===== src/rtl/tdm_pkg.sv =====
// rtl/tdm_pkg.sv - shared types and widths for the TDM demultiplexer
package tdm_pkg;

  localparam int N_CH_DEF = 4;
  localparam int W_DEF    = 8;

  typedef enum logic [1:0] {
    IDLE    = 2'd0,
    COLLECT = 2'd1,
    CHECK   = 2'd2
  } state_e;

  // Counter needs at least one bit even for a two-channel frame.
  function automatic int cnt_w(input int n);
    return (n <= 2) ? 1 : $clog2(n);
  endfunction

endpackage


===== src/rtl/tdm_wr_decode.sv =====
// rtl/tdm_wr_decode.sv - channel counter to one-hot staging write enable
module tdm_wr_decode #(
  parameter int N_CH  = 4,
  parameter int CNT_W = 2
) (
  input  logic [CNT_W-1:0] cnt,
  input  logic             en,
  output logic [N_CH-1:0]  wen
);

  always_comb begin
    wen = '0;
    for (int k = 0; k < N_CH; k++) begin
      wen[k] = en && (cnt == CNT_W'(k));
    end
  end

endmodule


===== src/rtl/tdm_demux.sv =====
// rtl/tdm_demux.sv - framed word-serial to parallel demux; TDM_DEMUX_PARITY_EN adds a trailing parity beat
module tdm_demux
  import tdm_pkg::*;
#(
  parameter int N_CH = N_CH_DEF,
  parameter int W    = W_DEF
) (
  input  logic              clk,
  input  logic              rst,
  input  logic              in_valid,
  input  logic              in_sof,
  input  logic [W-1:0]      in_data,
  output logic              out_valid,
  output logic [N_CH*W-1:0] out_data,
  output logic              out_err,
  output logic              busy
);

  localparam int              CNT_W = cnt_w(N_CH);
  localparam logic [CNT_W-1:0] LAST = CNT_W'(N_CH - 1);

  state_e              state;
  logic [CNT_W-1:0]    cnt;
  logic [N_CH*W-1:0]   stage;
  logic [N_CH*W-1:0]   next_stage;
  logic [N_CH-1:0]     wen;
  logic [CNT_W-1:0]    sel;
  logic                wr_en;

  // A sof beat always lands in channel 0, whatever state it arrives in.
  assign wr_en = in_valid && (in_sof || (state == COLLECT));
  assign sel   = in_sof ? '0 : cnt;

  tdm_wr_decode #(
    .N_CH  (N_CH),
    .CNT_W (CNT_W)
  ) u_wr_decode (
    .cnt (sel),
    .en  (wr_en),
    .wen (wen)
  );

  always_comb begin
    next_stage = stage;
    for (int k = 0; k < N_CH; k++) begin
      if (wen[k]) next_stage[k*W +: W] = in_data;
    end
  end

`ifdef TDM_DEMUX_PARITY_EN
  logic [W-1:0] parity;

  always_comb begin
    parity = '0;
    for (int k = 0; k < N_CH; k++) begin
      parity = parity ^ stage[k*W +: W];
    end
  end
`endif

  always_ff @(posedge clk) begin
    if (rst) begin
      state     <= IDLE;
      cnt       <= '0;
      stage     <= '0;
      out_data  <= '0;
      out_valid <= 1'b0;
      out_err   <= 1'b0;
      busy      <= 1'b0;
    end else begin
      out_valid <= 1'b0;
      out_err   <= 1'b0;
      stage     <= next_stage;
      if (in_valid) begin
        case (state)
          IDLE: begin
            if (in_sof) begin
              cnt   <= CNT_W'(1);
              state <= COLLECT;
              busy  <= 1'b1;
            end else begin
              out_err <= 1'b1;
            end
          end
          COLLECT: begin
            if (in_sof) begin
              out_err <= 1'b1;
              cnt     <= CNT_W'(1);
            end else if (cnt == LAST) begin
              cnt <= '0;
`ifdef TDM_DEMUX_PARITY_EN
              state <= CHECK;
`else
              state     <= IDLE;
              busy      <= 1'b0;
              out_valid <= 1'b1;
              out_data  <= next_stage;
`endif
            end else begin
              cnt <= cnt + 1'b1;
            end
          end
          CHECK: begin
`ifdef TDM_DEMUX_PARITY_EN
            if (in_sof) begin
              out_err <= 1'b1;
              cnt     <= CNT_W'(1);
              state   <= COLLECT;
            end else begin
              state <= IDLE;
              busy  <= 1'b0;
              if (in_data == parity) begin
                out_valid <= 1'b1;
                out_data  <= stage;
              end else begin
                out_err <= 1'b1;
              end
            end
`else
            state <= IDLE;
            busy  <= 1'b0;
`endif
          end
          default: begin
            state <= IDLE;
            busy  <= 1'b0;
          end
        endcase
      end
    end
  end

endmodule


===== config.mk =====
export PLATFORM = sky130hd
export DESIGN_NAME = tdm_demux
export DESIGN_NICKNAME = d
export VERILOG_FILES = /design/src/rtl/tdm_pkg.sv /design/src/rtl/tdm_wr_decode.sv /design/src/rtl/tdm_demux.sv
export SDC_FILE = /design/constraint.sdc
export NUM_CORES = 1
export LEC_CHECK = 0
export BUFFER_PORTS_ARGS = -buffer_cell sky130_fd_sc_hd__clkbuf_2
export CORE_UTILIZATION = 30
export CTS_BUF_LIST = sky130_fd_sc_hd__clkbuf_4
export CTS_CLUSTER_SIZE = 12
export DETAILED_ROUTE_END_ITERATION = 8
export PLACE_DENSITY = 0.47
export SYNTH_ARGS = -nofsm -noshare
export SYNTH_HDL_FRONTEND = slang
export SYNTH_SLANG_ARGS = --single-unit

===== constraint.sdc =====
create_clock -name clk -period 2.6 [get_ports clk]
set_input_delay 0.39 -clock clk [delete_from_list [all_inputs] [get_ports clk]]
set_output_delay 0.39 -clock clk [all_outputs]
set_load 0.05 [all_outputs]

# --- Word-level counts from Yosys, hierarchy flattened ---
# Cells that the tools add are included.
totals:
  ff_bits: 71
  input_bits: 12
  output_inout_bits: 35
  wordCells: 53
classes:
  n_addsub: 1
  n_eq_ne: 8
  mux: 20
  n_bitwise: 3
  n_reduce_logical: 14
op_table:
  columns: ["operator", "n"]
  rows:
  - ["$mux 8", 4]
  - ["$mux 2", 6]
  - ["$pmux 2 s2", 2]
  - ["$reduce_and 4->1", 2]
  - ["$eq 2x2->1 const B", 3]
  - ["$mux 1", 6]
  - ["$logic_and 1x1->1", 5]
  - ["$eq 2x1->1 const B", 2]
  - ["$logic_not 2->1", 2]
  - ["$ne 2x2->1 const B", 2]
  - ["$pmux 1 s2", 2]
  - ["$reduce_or 4->1", 1]
  - ["$not 1->1", 3]
  - ["$reduce_and 3->1", 1]
  - ["$add 2x1->2 const B", 1]
  - ["$ne 2x1->1 const B", 1]
  - ["$reduce_bool 2->1", 1]
  - ["$reduce_or 2->1", 1]
  - ["$logic_or 1x1->1", 1]

# --- Depth between registers and ports, before layout ---
depth:
  word_depth: 5
  ltp_mapped: 7

# --- Cells and area by module ---
# From an unflattened synthesis, not the netlist that was laid out.
hier_totals:
  hier_cells: 242
  hier_area_um2: 2591.2
modules_own_cells:
  columns: ["mod", "instances", "cells_per_inst", "area_each_um2"]
  rows:
  - ["tdm_demux", 1, 238, 2553.7]
  - ["tdm_wr_decode", 1, 4, 37.5]

# --- Least setup slack after synthesis ---
# Ideal clock, no wire load.
synth_timing:
  path_kind: "register -> register"
  startpoint: "reg busy (netlist name)"
  endpoint: "reg out_data[30]"
  arrival_ns: 1.874
  t_required_ns: 2.509
  path_slack_ns: 0.635
  path_stages_with_launch: 8
  n_path_buf: 2
  period_less_slack_ns: 1.965
  cell_sequence: "dfxtp_1 inv_1 ha_1 and4bb_1 buf_4 buf_6 nand3_1 a311oi_1"
synth_rtl:
  columns: ["element", "line", "rtl"]
  rows:
  - ["end signal: assignment", "tdm_demux.sv:97", "out_data <= next_stage;"]
  - ["end: declaration", "tdm_demux.sv:14", "output logic [N_CH*W-1:0] out_data,"]

==> flow_metrics.py <==
metrics = {
    "run_status": {
        "outcome": "complete, no violations",
    },
    "synthesis": {
        "ys_warn_count": 0,
        "netlist_area_mm2": 0.002628,
        "yosysSeqAreaShare_pct": 52.57,
        "synth_fp_nets": 298,
        "synth_cell_types": 28,
        "syn_avg_cell_area_um2": 9.285,
        "ys_ff_latch": 69,
        "synthCells": 283,
    },
    "floorplan": {
        "ios": 47,
        "die_w_um": 95.59,
        "placementRows": 33,
        "die_area_mm2": 0.009136,
        "core_area_mm2": 0.008341,
        "fp.dieH_um": 95.59,
        "initial_core_util_pct": 31.50,
    },
    "critical_path": {
        "crit_family": "flip-flops",
        "crit_type": "reg -> reg",
        "cp.arrival_ns": 2.09,
        "crit_path_top_delay_cell": "dfxtp_1",
        "slowest_delay_ns": 0.44,
        "r2r_slack_ns": 0.82,
        "worstPathRequired_ns": 2.91,
        "crit_chain": "inv_1, ha_1, and4bb_1, buf_4, nand3_1, a311oi_1",
        "end_kind": "flop",
        "r2r_cells": 6,
        "cp_num_buf_inv": 2,
        "crit_fanout": 16,
        "cp.depth": 6,
        "start_kind": "flop",
    },
    "cts": {
        "cts.path.max_buffers": 2,
        "clock_latency_ns": 0.42,
        "cts_resized": 0,
        "postCtsHoldBufs": 0,
        "htreeDepth": 3,
        "cts_buffers": 9,
        "cts_tree": "yes",
        "clock-sinks": 69,
        "clockRootBuffer": "clkbuf_4",
        "postCtsSetupRepairBufs": 0,
        "clkTransAtPathRegs_ns": 0.11,
    },
    "sta": {
        "post-route-period-util_pct": 68.57,
        "fin_setup_tns_ns": 0,
        "fin_crit_ns": 1.783,
        "fin_skew_ns": 0.01014,
        "rsz0062_at_grt": "no",
        "finalHoldViolCount": 0,
        "fmax_ghz": 0.5609,
        "setup_ws_ns": 0.8172,
        "drv_slew": 0,
        "worstMarginPinSlew_ns": 0.5799,
        "setup-violations-final": 0,
        "maxSlewHeadroom_pct": 61.26,
    },
    "power_and_ir_drop": {
        "ir_worst_vdd_uv": 222.0,
        "power_density_mw_per_mm2": 607.8,
        "p_seq_share_pct": 57.5,
        "p_int_mw": 1.402,
        "pwr-share-comb_pct": 6.7,
        "p_leak_nw": 1.082,
        "p_sw_share_pct": 24.92,
        "p_sw_mw": 0.4655,
        "pwr-share-clk_pct": 35.8,
    },
    "grt": {
        "grt_pass1_wl_um": 10700,
        "grt_usage_pct": 15.96,
        "grt_pass1_vias": 1999,
        "grt_antenna_before_repair": 0,
        "grt_max_degree": 70,
        "grt_overflow": 0,
    },
    "placement": {
        "place.port_buffers": 46,
        "post-place-ws_ns": 0.6342,
        "place_congestion": 0.7025,
        "hpwl_um": 4293,
    },
    "detailed_routing": {
        "via_per_inst": 5.194,
        "ant_nets": 0,
        "drt-total-wl_um": 6752,
        "dr.pass1.iters": 4,
        "num_vias": 2249,
        "drc": 0,
        "drt_iter0_drc": 149,
        "wire_per_inst_um": 15.59,
    },
    "finish": {
        "area_growth_pct": 16.95,
        "seq_area_mm2": 0.001381,
        "fillCellCount": 902,
        "drive_above_1_share_pct": 22.26,
        "multi_input_area_mm2": 0.001110,
        "nets": 338,
        "antennaDiodeCount": 0,
    },
    "worst_hold_path": {
        "min_path_type": "in -> reg",
        "hold_depth": 2,
    },
    "run": {
        "maxCapViolations": 0,
    },
}
[path summary, 6_finish.rpt]
check | startpoint | endpoint
setup / recovery | busy | out_data[8]
hold / removal | in_valid | out_err
setup reg to reg | busy | out_data[8]
hold reg to reg | out_data[28] | out_data[28]
[cell usage in the layout (no fill, tap or decap), types with 2 or more instances in the layout]
master     n
dfxtp_1   69
clkbuf_2  46
a21oi_1   33
nor2_1    32
a311oi_1  32
nand3_1   25
o21ai_1   18
o21ai_0   15
clkbuf_4  10
nand4b_1   8
buf_4      8
clkinv_2   4
inv_1      3
nor2b_1    3
ha_1       3
nand2b_1   2
o21bai_1   2
nand2_1    2
nor3b_1    2
[synth_stat cells, drive strengths merged]
library cell | n | area, um^2
ha | 3 | 37.54
or3b | 1 | 8.760
nand4b | 8 | 70.07
nand4bb | 1 | 11.26
o21bai | 2 | 15.01
o21ai | 33 | 165.2
a21oi | 33 | 165.2
nor3b | 3 | 27.52
a311oi | 32 | 280.3
nor3 | 1 | 5.000
and4b | 1 | 10.01
buf | 12 | 73.82
nor2 | 32 | 120.1
nand3 | 25 | 125.1
nand2 | 2 | 7.510
nand2b | 2 | 12.51
a31oi | 1 | 6.260
clkbuf | 14 | 52.55
dfxtp | 69 | 1381
and4bb | 1 | 12.51
nor2b | 3 | 18.77
o21ba | 1 | 10.01
inv | 3 | 11.26
[layout make-up]
type,instances,area share [%]
sequential,69,44.95
tap,105,4.275
clock buffer,10,2.443
inverter,3,0.3664
clock inverter,6,1.751
timing repair buffer,55,10.10
multi-input combinational,185,36.12
[power groups by stage]
stage	logic, mW	registers, mW	clock network (mW)
finish	0.124	1.07	0.669
global route	0.135	1.08	0.749
CTS	0.124	1.07	0.693
detailed placement	0.124	1.10	0
global placement	0.125	1.10	0
floorplan	0.0665	1.11	0
[per-layer routing]
layer  GRT usage (%)  up-vias  wire length [um]
met5               0        -                 0
met4           5.597        0               116
met3           5.981        8               349
met2           22.38       53              2886
met1           22.14     1047              3400
li1                -     1141                 -
[flip-flops by register name (all words and copies together), names as in the netlist]
name	flops
out_err	1
stage	32
out_data	32
cnt	2
out_valid	1
busy	1
[kinds of logic after synthesis]
logic type	Yosys count	share of synthesized area (%)
AO/OA/AOI/OAI	102	24.43
AND/OR/NAND/NOR	80	16.33
flip-flops	69	52.57
buffers and inverters	29	5.238
adder cells (fa/ha/maj)	3	1.429
[through the flow]
stage / hold WS (ns) / std cells / area, um^2 / total power, mW / utilization (%)
after floorplan: 0.4704 / 283 / 2628 / 1.173 / -
after global placement: 0.4800 / 417 / 2944 / 1.223 / 35.30
after detailed placement: 0.4896 / 417 / 2944 / 1.223 / 35.30
after CTS: 0.3079 / 433 / 3073 / 1.892 / 36.84
after global routing: 0.3129 / 433 / 3073 / 1.960 / 36.84
final: 0.3364 / 433 / 3073 / 1.868 / 36.84
No activity file was read; power rests on OpenSTA's default activity.
